==> config.mk <==
export PLATFORM = sky130hd
export DESIGN_NAME = imem_pin_loader
export DESIGN_NICKNAME = d
export VERILOG_FILES = /design/src/rtl/imem_loader_pkg.sv /design/src/rtl/pin_sync.sv /design/src/rtl/imem_pin_loader.sv
export SDC_FILE = /design/constraint.sdc
export NUM_CORES = 1
export LEC_CHECK = 0
export CORE_MARGIN = 5
export CORE_UTILIZATION = 55
export DETAILED_ROUTE_END_ITERATION = 12
export DONT_BUFFER_PORTS = 1
export GPL_TIMING_DRIVEN = 1
export PLACE_DENSITY_LB_ADDON = 0.15
export SLEW_MARGIN = 40
export SYNTH_ARGS = -nofsm -noshare
export SYNTH_HDL_FRONTEND = slang
export SYNTH_SLANG_ARGS = --single-unit
==> constraint.sdc <==
create_clock -name clk -period 1.75 [get_ports clk]
set_input_delay 0.525 -clock clk [delete_from_list [all_inputs] [get_ports clk]]
set_output_delay 0.525 -clock clk [all_outputs]
set_load 0.02 [all_outputs]
==> src/rtl/imem_loader_pkg.sv <==
// rtl/imem_loader_pkg.sv - shared types and constants for the instruction-memory pin loader
package imem_loader_pkg;

  typedef enum logic [1:0] {
    ST_WAIT  = 2'd0,
    ST_LOAD  = 2'd1,
    ST_FLUSH = 2'd2,
    ST_RUN   = 2'd3
  } loader_state_t;

  // Bit positions inside status = {run, loading, overflow, partial}
  localparam int STAT_PARTIAL  = 0;
  localparam int STAT_OVERFLOW = 1;
  localparam int STAT_LOADING  = 2;
  localparam int STAT_RUN      = 3;

  // Positions of the control pins on the bidirectional input bus
  localparam int PIN_STROBE = 0;
  localparam int PIN_LOAD   = 1;

  localparam int BYTES_PER_WORD = 4;
  localparam int BYTE_W         = 8;

endpackage

==> src/rtl/pin_sync.sv <==
// rtl/pin_sync.sv - multi-flop synchronizer with registered-history rise/fall detection
module pin_sync #(
  parameter int STAGES = 2
) (
  input  logic clk,
  input  logic rst_n,
  input  logic async_in,
  output logic rise,
  output logic fall
);

  logic [STAGES-1:0] chain;
  logic              hist;

  always_ff @(posedge clk or negedge rst_n) begin
    if (!rst_n) begin
      chain <= '0;
      hist  <= 1'b0;
    end else begin
      chain <= {chain[STAGES-2:0], async_in};
      hist  <= chain[STAGES-1];
    end
  end

  assign rise = chain[STAGES-1] & ~hist;
  assign fall = ~chain[STAGES-1] & hist;

endmodule

==> src/rtl/imem_pin_loader.sv <==
// rtl/imem_pin_loader.sv - assembles pin bytes into 32-bit words, writes imem, gates CPU reset
// Optional running byte checksum enabled by defining IMEM_LOADER_CHECKSUM_EN.
module imem_pin_loader
  import imem_loader_pkg::*;
#(
  parameter int ADDR_W      = 6,
  parameter int WIDTH       = 32,
  parameter int SYNC_STAGES = 2
) (
  input  logic              clk,
  input  logic              rst_n,
  input  logic [7:0]        pin_data,
  input  logic              pin_strobe,
  input  logic              pin_load,
  output logic              mem_we,
  output logic [ADDR_W-1:0] mem_addr,
  output logic [WIDTH-1:0]  mem_wdata,
  output logic              cpu_rst_n,
  output logic [ADDR_W:0]   word_count,
  output logic [3:0]        status,
  output logic [7:0]        checksum
);

  localparam logic [ADDR_W:0] FULL_COUNT = (ADDR_W+1)'(1) << ADDR_W;

  loader_state_t     state;
  logic [1:0]        byte_idx;
  logic [ADDR_W-1:0] word_ptr;
  logic [WIDTH-1:0]  shift_reg;
  logic              wr_pend;
  logic              run_q;
  logic              loading_q;
  logic              overflow;
  logic              partial;

  logic strobe_rise;
  logic strobe_fall_unused;
  logic load_rise;
  logic load_fall;

  pin_sync #(.STAGES(SYNC_STAGES)) u_strobe_sync (
    .clk      (clk),
    .rst_n    (rst_n),
    .async_in (pin_strobe),
    .rise     (strobe_rise),
    .fall     (strobe_fall_unused)
  );

  pin_sync #(.STAGES(SYNC_STAGES)) u_load_sync (
    .clk      (clk),
    .rst_n    (rst_n),
    .async_in (pin_load),
    .rise     (load_rise),
    .fall     (load_fall)
  );

  logic       full;
  logic       accept;
  logic       load_enter;
  logic [1:0] idx_next;

  always_comb begin
    full       = (word_count == FULL_COUNT);
    accept     = (state == ST_LOAD) && strobe_rise && !full;
    load_enter = load_rise && ((state == ST_WAIT) || (state == ST_RUN));
    idx_next   = accept ? byte_idx + 2'd1 : byte_idx;
  end

  always_ff @(posedge clk or negedge rst_n) begin
    if (!rst_n) begin
      state      <= ST_WAIT;
      byte_idx   <= 2'd0;
      word_ptr   <= '0;
      shift_reg  <= '0;
      wr_pend    <= 1'b0;
      run_q      <= 1'b0;
      loading_q  <= 1'b0;
      overflow   <= 1'b0;
      partial    <= 1'b0;
      mem_we     <= 1'b0;
      mem_addr   <= '0;
      mem_wdata  <= '0;
      cpu_rst_n  <= 1'b0;
      word_count <= '0;
    end else begin
      mem_we  <= 1'b0;
      wr_pend <= 1'b0;

      // A completed word is written one cycle after its last byte, whatever state follows.
      if (wr_pend) begin
        mem_we     <= 1'b1;
        mem_addr   <= word_ptr;
        mem_wdata  <= shift_reg;
        word_count <= word_count + (ADDR_W+1)'(1);
        if (word_ptr != {ADDR_W{1'b1}}) word_ptr <= word_ptr + ADDR_W'(1);
      end

      unique case (state)
        ST_WAIT: begin
          cpu_rst_n <= 1'b0;
        end

        ST_LOAD: begin
          cpu_rst_n <= 1'b0;
          if (accept) begin
            if (byte_idx == 2'd0)
              shift_reg <= {{(WIDTH-BYTE_W){1'b0}}, pin_data};
            else
              shift_reg[BYTE_W*byte_idx +: BYTE_W] <= pin_data;
            byte_idx <= idx_next;
            if (byte_idx == 2'(BYTES_PER_WORD-1)) wr_pend <= 1'b1;
          end else if (strobe_rise) begin
            overflow <= 1'b1;
          end
          // The fall is judged on the byte index after any byte arriving this cycle.
          if (load_fall) begin
            if (idx_next != 2'd0) begin
              state <= ST_FLUSH;
            end else begin
              state     <= ST_RUN;
              run_q     <= 1'b1;
              loading_q <= 1'b0;
            end
          end
        end

        ST_FLUSH: begin
          cpu_rst_n <= 1'b0;
          partial   <= 1'b1;
          if (!full) begin
            mem_we     <= 1'b1;
            mem_addr   <= word_ptr;
            mem_wdata  <= shift_reg;
            word_count <= word_count + (ADDR_W+1)'(1);
            if (word_ptr != {ADDR_W{1'b1}}) word_ptr <= word_ptr + ADDR_W'(1);
          end
          byte_idx  <= 2'd0;
          state     <= ST_RUN;
          run_q     <= 1'b1;
          loading_q <= 1'b0;
        end

        ST_RUN: begin
          cpu_rst_n <= 1'b1;
        end

        default: state <= ST_WAIT;
      endcase

      if (load_enter) begin
        state      <= ST_LOAD;
        cpu_rst_n  <= 1'b0;
        word_ptr   <= '0;
        byte_idx   <= 2'd0;
        word_count <= '0;
        overflow   <= 1'b0;
        run_q      <= 1'b0;
        loading_q  <= 1'b1;
      end
    end
  end

  always_comb begin
    status                = '0;
    status[STAT_RUN]      = run_q;
    status[STAT_LOADING]  = loading_q;
    status[STAT_OVERFLOW] = overflow;
    status[STAT_PARTIAL]  = partial;
  end

`ifdef IMEM_LOADER_CHECKSUM_EN
  logic [7:0] csum;

  always_ff @(posedge clk or negedge rst_n) begin
    if (!rst_n) begin
      csum <= 8'd0;
    end else if (load_enter) begin
      csum <= 8'd0;
    end else if (accept) begin
      csum <= csum + pin_data;
    end
  end

  assign checksum = csum;
`else
  assign checksum = 8'd0;
`endif

endmodule

==> results of run 1 <==
-- worst paths after layout --
path                                        start                      to  slack [ns]
setup / recovery                    word_count[0]             word_ptr[5]       -0.15
hold / removal                              rst_n            mem_wdata[9]       -0.16
setup reg to reg                    word_count[0]             word_ptr[5]       -0.15
hold reg to reg            u_strobe_sync.chain[0]  u_strobe_sync.chain[1]        0.35
max in group asynchronous                   rst_n             byte_idx[0]        1.78
min in group clk                         pin_load    u_load_sync.chain[0]        0.19
-- cell type report --
cell class              count  share of cell area (%)
multi-input cells         312                    34.0
well taps                 102                    2.53
clock inverters             5                    1.19
repair inverters            1                  0.0991
clock buffers              11                    2.80
flip-flops and latches    100                    49.6
repair buffers             42                    8.97
inverters                  10                   0.842
-- power groups by stage --
stage                     Combinational, mW  Clock (mW)  Sequential, mW
final                                  3.03        1.49            4.14
after global routing                   3.43        1.65            4.26
after CTS                              2.49        1.52            4.14
after detailed placement               2.44           0            4.18
after global placement                 2.35           0            4.16
after floorplan                        1.71           0            4.07
-- critical path, stage by stage (launching register included) --
cell and delay, ns:
dfrtp_2 0.42, inv_2 0.08, ha_4 0.13, nor4bb_4 0.31, a21oi_4 0.12, nor2_4 0.22, clkinv_4 0.18, a41oi_2 0.23
a311oi_1 0.08
-- cell families after synthesis --
logic type,Yosys count
buffers and inverters,38
AOI/OAI and AO/OA,62
other,1
and+or+nand+nor,223
xor gates and xnor gates,6
DFF,100
muxes,1
adders and majority gates,12
-- layout by cell type (no fill, tap or decap), types with 3 or more instances in the layout --
cell	Yosys	layout
a21oi_1	7	6
a32o_1	4	4
buf_12	0	5
buf_4	16	28
buf_6	0	6
clkbuf_16	0	3
clkbuf_8	0	10
conb_1	1	8
dfrtp_1	100	98
ha_1	12	9
inv_1	9	6
inv_2	1	3
nand2_1	180	163
nand2_2	1	15
nand2_4	0	3
nor2_1	21	18
nor3_1	7	5
o21ai_0	31	29
xor2_1	6	6
-- through the flow --
| stage | utilization, % | worst slack, ns | total power, mW |
|---|---|---|---|
| floorplan | - | 0.00277 | 5.79 |
| global placement | 59.3 | -0.00729 | 6.51 |
| detailed placement | 59.3 | -0.0601 | 6.62 |
| CTS | 62.6 | -0.0429 | 8.14 |
| global route | 66.4 | -0.198 | 9.34 |
| finish | 66.4 | -0.146 | 8.66 |
-- layer usage --
| metal | vias to the layer above | track usage [%] | wire (um) |
|---|---|---|---|
| li1 | 1486 | - | - |
| met1 | 1480 | 24.2 | 3980 |
| met2 | 73 | 29.6 | 4370 |
| met3 | 17 | 6.57 | 552 |
| met4 | 0 | 5.01 | 185 |
| met5 | - | 0 | 0 |
-- timing repair --
item | CTS | global route
endpoints found under the hold margin | 100 | 100
endpoints found under the setup margin | 20 | 78
gates cloned | 0 | 6
pin swaps | 4 | 20
setup buffers | 3 | 7
resized for setup | 5 | 47
==> summary.txt, run 1 <==
Synth
  • Largest family of logic cells by synthesized area: simple AND/OR/NAND/NOR gates
  • YS warnings: 0
  • Ranking of synthesized cells by area: dfrtp_1 59%, nand2_1 16%, o21ai_0 3.7%, ha_1 3.5%, buf_4 2.8%
  • Post-Syn Area per Cell: 9.58 um^2
  • Post-synthesis sequential area ratio: 58.9%
  • Netlist cell types: 44
  • Syn Inst Count: 443
  • Adder-cell share of the synthesized area: 3.54%
  • Share of the synthesized area in the top cell type: 58.9%
  • Post-synth EDFFs: 0
  • Simple-Gate Fraction of Synth Area: 21.4%
  • XOR/XNOR Fraction of Synth Area: 1.24%
  • Flops & latches, synth: 100
  • Synthesized area: about 4200 um^2
  • Leading area contributor after synthesis: dfrtp_1
  • Async set or reset register ratio after synthesis: 100%
  • Most common cell in the netlist: nand2_1
  • Commonest cells post-synth: 180 x nand2_1, 100 x dfrtp_1, 31 x o21ai_0
  • Top_reg_cell synth: dfrtp_1
  • Multiplexer share of the synthesized area: 0.236%
  • Synth Area in Compound Gates: 9.49%

Floorplanning
  • Core ar.: 7610 um^2
  • Ports: 71
  • Row Count: 32
  • Die Area: 9580 um^2
  • DIE WIDTH: 97.9 um
  • Chip Height: 97.9 um
  • Initial Utilization: 55.8%

Timing
  • Max Fclk: ~530 MHz
  • Setup_tns: -4.60 ns
  • # setup viols final: 50
  • Fin. Hold Viols: 100
  • Fin. max-slew vios: 0
  • Tcrit/Tclk final: 108%
  • Min Hold Slack: -0.158 ns
  • Layout Skew: 0.0121 ns
  • Crit path setup slack, layout: -0.146 ns
  • Unrepaired setup endpoints after global routing: true
  • Fin crit period: about 1.9 ns

Pwr
  • Switching pwr: roughly 3.5 mW
  • Sequential Power Share: 47.8%
  • Power share of the combinational group: between 30% and 40%
  • Pleak: between 2 and 2.5 nW
  • Sw Ratio: 39.9%
  • Clk network pwr share: around 17%
  • Pwr Density: approximately 1700 nW/um^2
  • IR drop worst, VDD: around 0.95 mV
  • Int Pwr: between 5 and 6 mW

Job
  • Max-Cap Viols: 0

CTS
  • CTS root buf: clkbuf_8
  • Clock Sinks: 100
  • CTS HTree Levels: 3
  • Clock Latency Late Sink: 0.36 ns
  • Inserted Clock Buffers: 9
  • CTS tree: yes
  • Clock tree buffer depth: 2
  • CTS clk-pin slew, worst paths: 0.10 ns

Finish
  • Fillers: 618
  • ANT cells: 0
  • Area grow syn2layout: 19.0%
  • Cell area after layout: 5050 um^2
  • Sequential cell area: 2500 um^2
  • Net count reported at finish: 500
  • Multi-input gate area: 1720 um^2
  • Fin cells: 583
  • Layout cells sized above 1: roughly 22%

Detailed routing
  • Wirelength per Cell: 15.6 um
  • 1st-pass router iterations: 4
  • Initial drt markers: 204
  • Detail Route Antenna Nets: 0
  • Total Wirelength: ~9100 um
  • Via count: ~3100
  • DRC violations left: 0
  • Avg Vias per Cell: 5.24

Critical path
  • Critical path peak fanout: 8
  • CP Launch Type: flop
  • Crit path kind: reg -> reg
  • Crit. End Element: flop
  • R2R depth: 8
  • Worst EP arrival: between 2 and 2.5 ns
  • Critical path required time: 1.97 ns

Placed design
  • RD Place Congestion: ~0.8
  • Inst Count DP: 553
  • Port-buffer cells: 0
  • DP Area: 4510 um^2
  • Detail Placement HPWL: 5750 um

Global routing
  • First-pass GRT wire length: approximately 14000 um
  • Initial antenna violation count: 0
  • Gr ovfl total: 0
  • Pin count of the biggest net entering global routing: 101
  • Vias in the first global route: 2893
  • GRT Util Overall: 18.6%

Run status
  • Status: finished with violations
  • Failing checks: negative hold slack, negative setup slack

Min path
  • Worst Hold Class: in -> async
No activity file was read; power rests on OpenSTA's default activity.
==> inputs of run 2 (changes only) <==
- ABC_AREA: default -> 0
==> results of run 2 <==
Same layout as run 1: the final DEF is identical, and so are final timing and power.
==> inputs of run 3 (changes only) <==
- MAX_ROUTING_LAYER: default -> met4
==> run 3 against run 2 <==
Net effect:
- the flow still finishes with violations (negative hold slack, negative setup slack)
- utilization unchanged
- global-route usage increased by 0.55 points
- via count decreased by 0.33%
- sequential share of layout area unchanged
- worst hold slack got worse by 0.0039 ns
- register-to-register slack about the same
- power about the same
- critical path depth unchanged
- setup slack got worse by 0.00096 ns
- die area unchanged
- combinational power about the same
- critical path type unchanged
- largest cell class unchanged
- highest routed layer unchanged
==> summary.txt, run 3 (synthesis results as in run 1) <==
Timing
  • Max Fclk: roughly 530 MHz
  • Fin. max-slew vios: 0
  • Fin crit period: approximately 1.9 ns
  • Layout Skew: 0.0112 ns
  • Fin. Hold Viols: 100
  • # setup viols final: 50
  • Tcrit/Tclk final: 108%
  • Unrepaired setup endpoints after global routing: true
  • Min Hold Slack: -0.162 ns
  • Crit path setup slack, layout: -0.147 ns

CTS
  • CTS HTree Levels: 3
  • CTS root buf: clkbuf_8
  • Clock tree buffer depth: 2
  • Inserted Clock Buffers: 9
  • CTS clk-pin slew, worst paths: 0.10 ns
  • CTS tree: yes
  • Clock Latency Late Sink: 0.37 ns
  • Clock Sinks: 100

Detailed routing
  • 1st-pass router iterations: 4
  • Avg Vias per Cell: approximately 5.2
  • DRC violations left: 0
  • Detail Route Antenna Nets: 0
  • Wirelength per Cell: 15.6 um
  • Via count: 3046
  • Initial drt markers: 173
  • Total Wirelength: ~9100 um

Critical path
  • Crit. End Element: flop
  • Critical path peak fanout: 8
  • Crit path kind: reg -> reg
  • Worst EP arrival: 2.12 ns
  • Critical path required time: 1.97 ns
  • CP Launch Type: flop

Placed design
  • RD Place Congestion: 0.814
  • Detail Placement HPWL: 5750 um
  • Port-buffer cells: 0
  • DP Worst Slack: -0.0601 ns

Global routing
  • First-pass GRT wire length: 14300 um
  • GRT Util Overall: 19.1%
  • Pin count of the biggest net entering global routing: 101
  • Vias in the first global route: ~2900
  • Gr ovfl total: 0
  • Initial antenna violation count: 0

Finish
  • Commonest non-fill, non-tap cell in the layout: nand2_1
  • Layout cells sized above 1: 22.0%
  • Final Util: 66.4%
  • Most frequent cells in the layout: 163 x nand2_1, 98 x dfrtp_1, 29 x o21ai_0
  • Area grow syn2layout: 19.0%
  • ANT cells: 0
  • Net count reported at finish: 500

Floorplanning
  • Row Count: 32
  • Die Area: 9580 um^2
  • Core ar.: 7610 um^2
  • DIE WIDTH: 97.9 um
  • Ports: between 70 and 80
  • Initial Utilization: 55.8%
  • Chip Height: 97.9 um

Run status
  • Failing checks: negative hold slack, negative setup slack
  • Status: finished with violations

Pwr
  • Overall power: 8.67 mW
  • Pleak: around 2.5 nW
  • Pwr Density: 1720 nW/um^2
  • IR drop worst, VDD: 0.957 mV

Min path
  • Worst Hold Class: in -> async

Job
  • Max-Cap Viols: 0
-- run 3: cell counts in the layout (fill, tap and decap cells not counted) --
Identical to the previous run, type by type.
-- run 3: layout make-up --
type / instances / area (um^2)
clock buffers: 11 / 141
clock inverters: 5 / 60.1
fillers: 618 / 2560
inverters: 10 / 42.5
multi-input cells: 312 / 1720
flip-flops and latches: 100 / 2500
well taps: 102 / 128
repair buffers: 42 / 453
repair inverters: 1 / 5.00
-- run 3: per-layer routing --
layer	global-route usage [%]	part of all wire [%]	vias up	wire length [um]
met5	-	0	-	0
met4	5.64	2.1	0	191
met3	6.07	6.2	16	563
met2	29.7	48	78	4380
met1	24.2	44	1468	3970
li1	-	-	1484	-
-- run 3: worst paths after layout --
check	start	end	slack (ns)	cells after the start
setup / recovery	word_count[0]	word_ptr[5]	-0.15	8
hold / removal	rst_n	mem_wdata[9]	-0.16	0
setup reg to reg	word_count[0]	word_ptr[5]	-0.15	8
hold reg to reg	u_strobe_sync.chain[0]	u_strobe_sync.chain[1]	0.35	0
max in group asynchronous	rst_n	word_ptr[1]	1.79	0
min in group clk	pin_load	u_load_sync.chain[0]	0.19	0
-- run 3: through the flow --
stage / std cells / area, um^2 / hold slack, ns / setup TNS, ns
2_1_floorplan: 450 / 4290 / 0.229 / 0
3_3_place_gp: 553 / 4510 / 0.233 / -0.0117
3_5_place_dp: 553 / 4510 / 0.232 / -0.311
4_1_cts: 572 / 4760 / -0.170 / -0.101
5_1_grt: 583 / 5050 / -0.191 / -10.68
6_report: 583 / 5050 / -0.162 / -4.67
-- run 3: power breakdown --
group	switching (mW)	internal, mW	leakage (nW)
logic	1.66	1.37	1.10
clock network	0.787	0.706	0.0999
registers	1.01	3.13	1.29
-- run 3: critical path: stages, from the launching register on --
cell	delay, ns
dfrtp_2	0.42
inv_2	0.08
ha_4	0.13
nor4bb_4	0.31
a21oi_4	0.12
nor2_4	0.23
clkinv_4	0.18
a41oi_2	0.23
a311oi_1	0.08
-- run 3: repair_timing --
action,CTS,global route
resized for setup,5,47
endpoints found under the hold margin,100,100
pin swaps,4,20
setup endpoints to repair,20,78
setup buffers,3,7
cloned,0,6
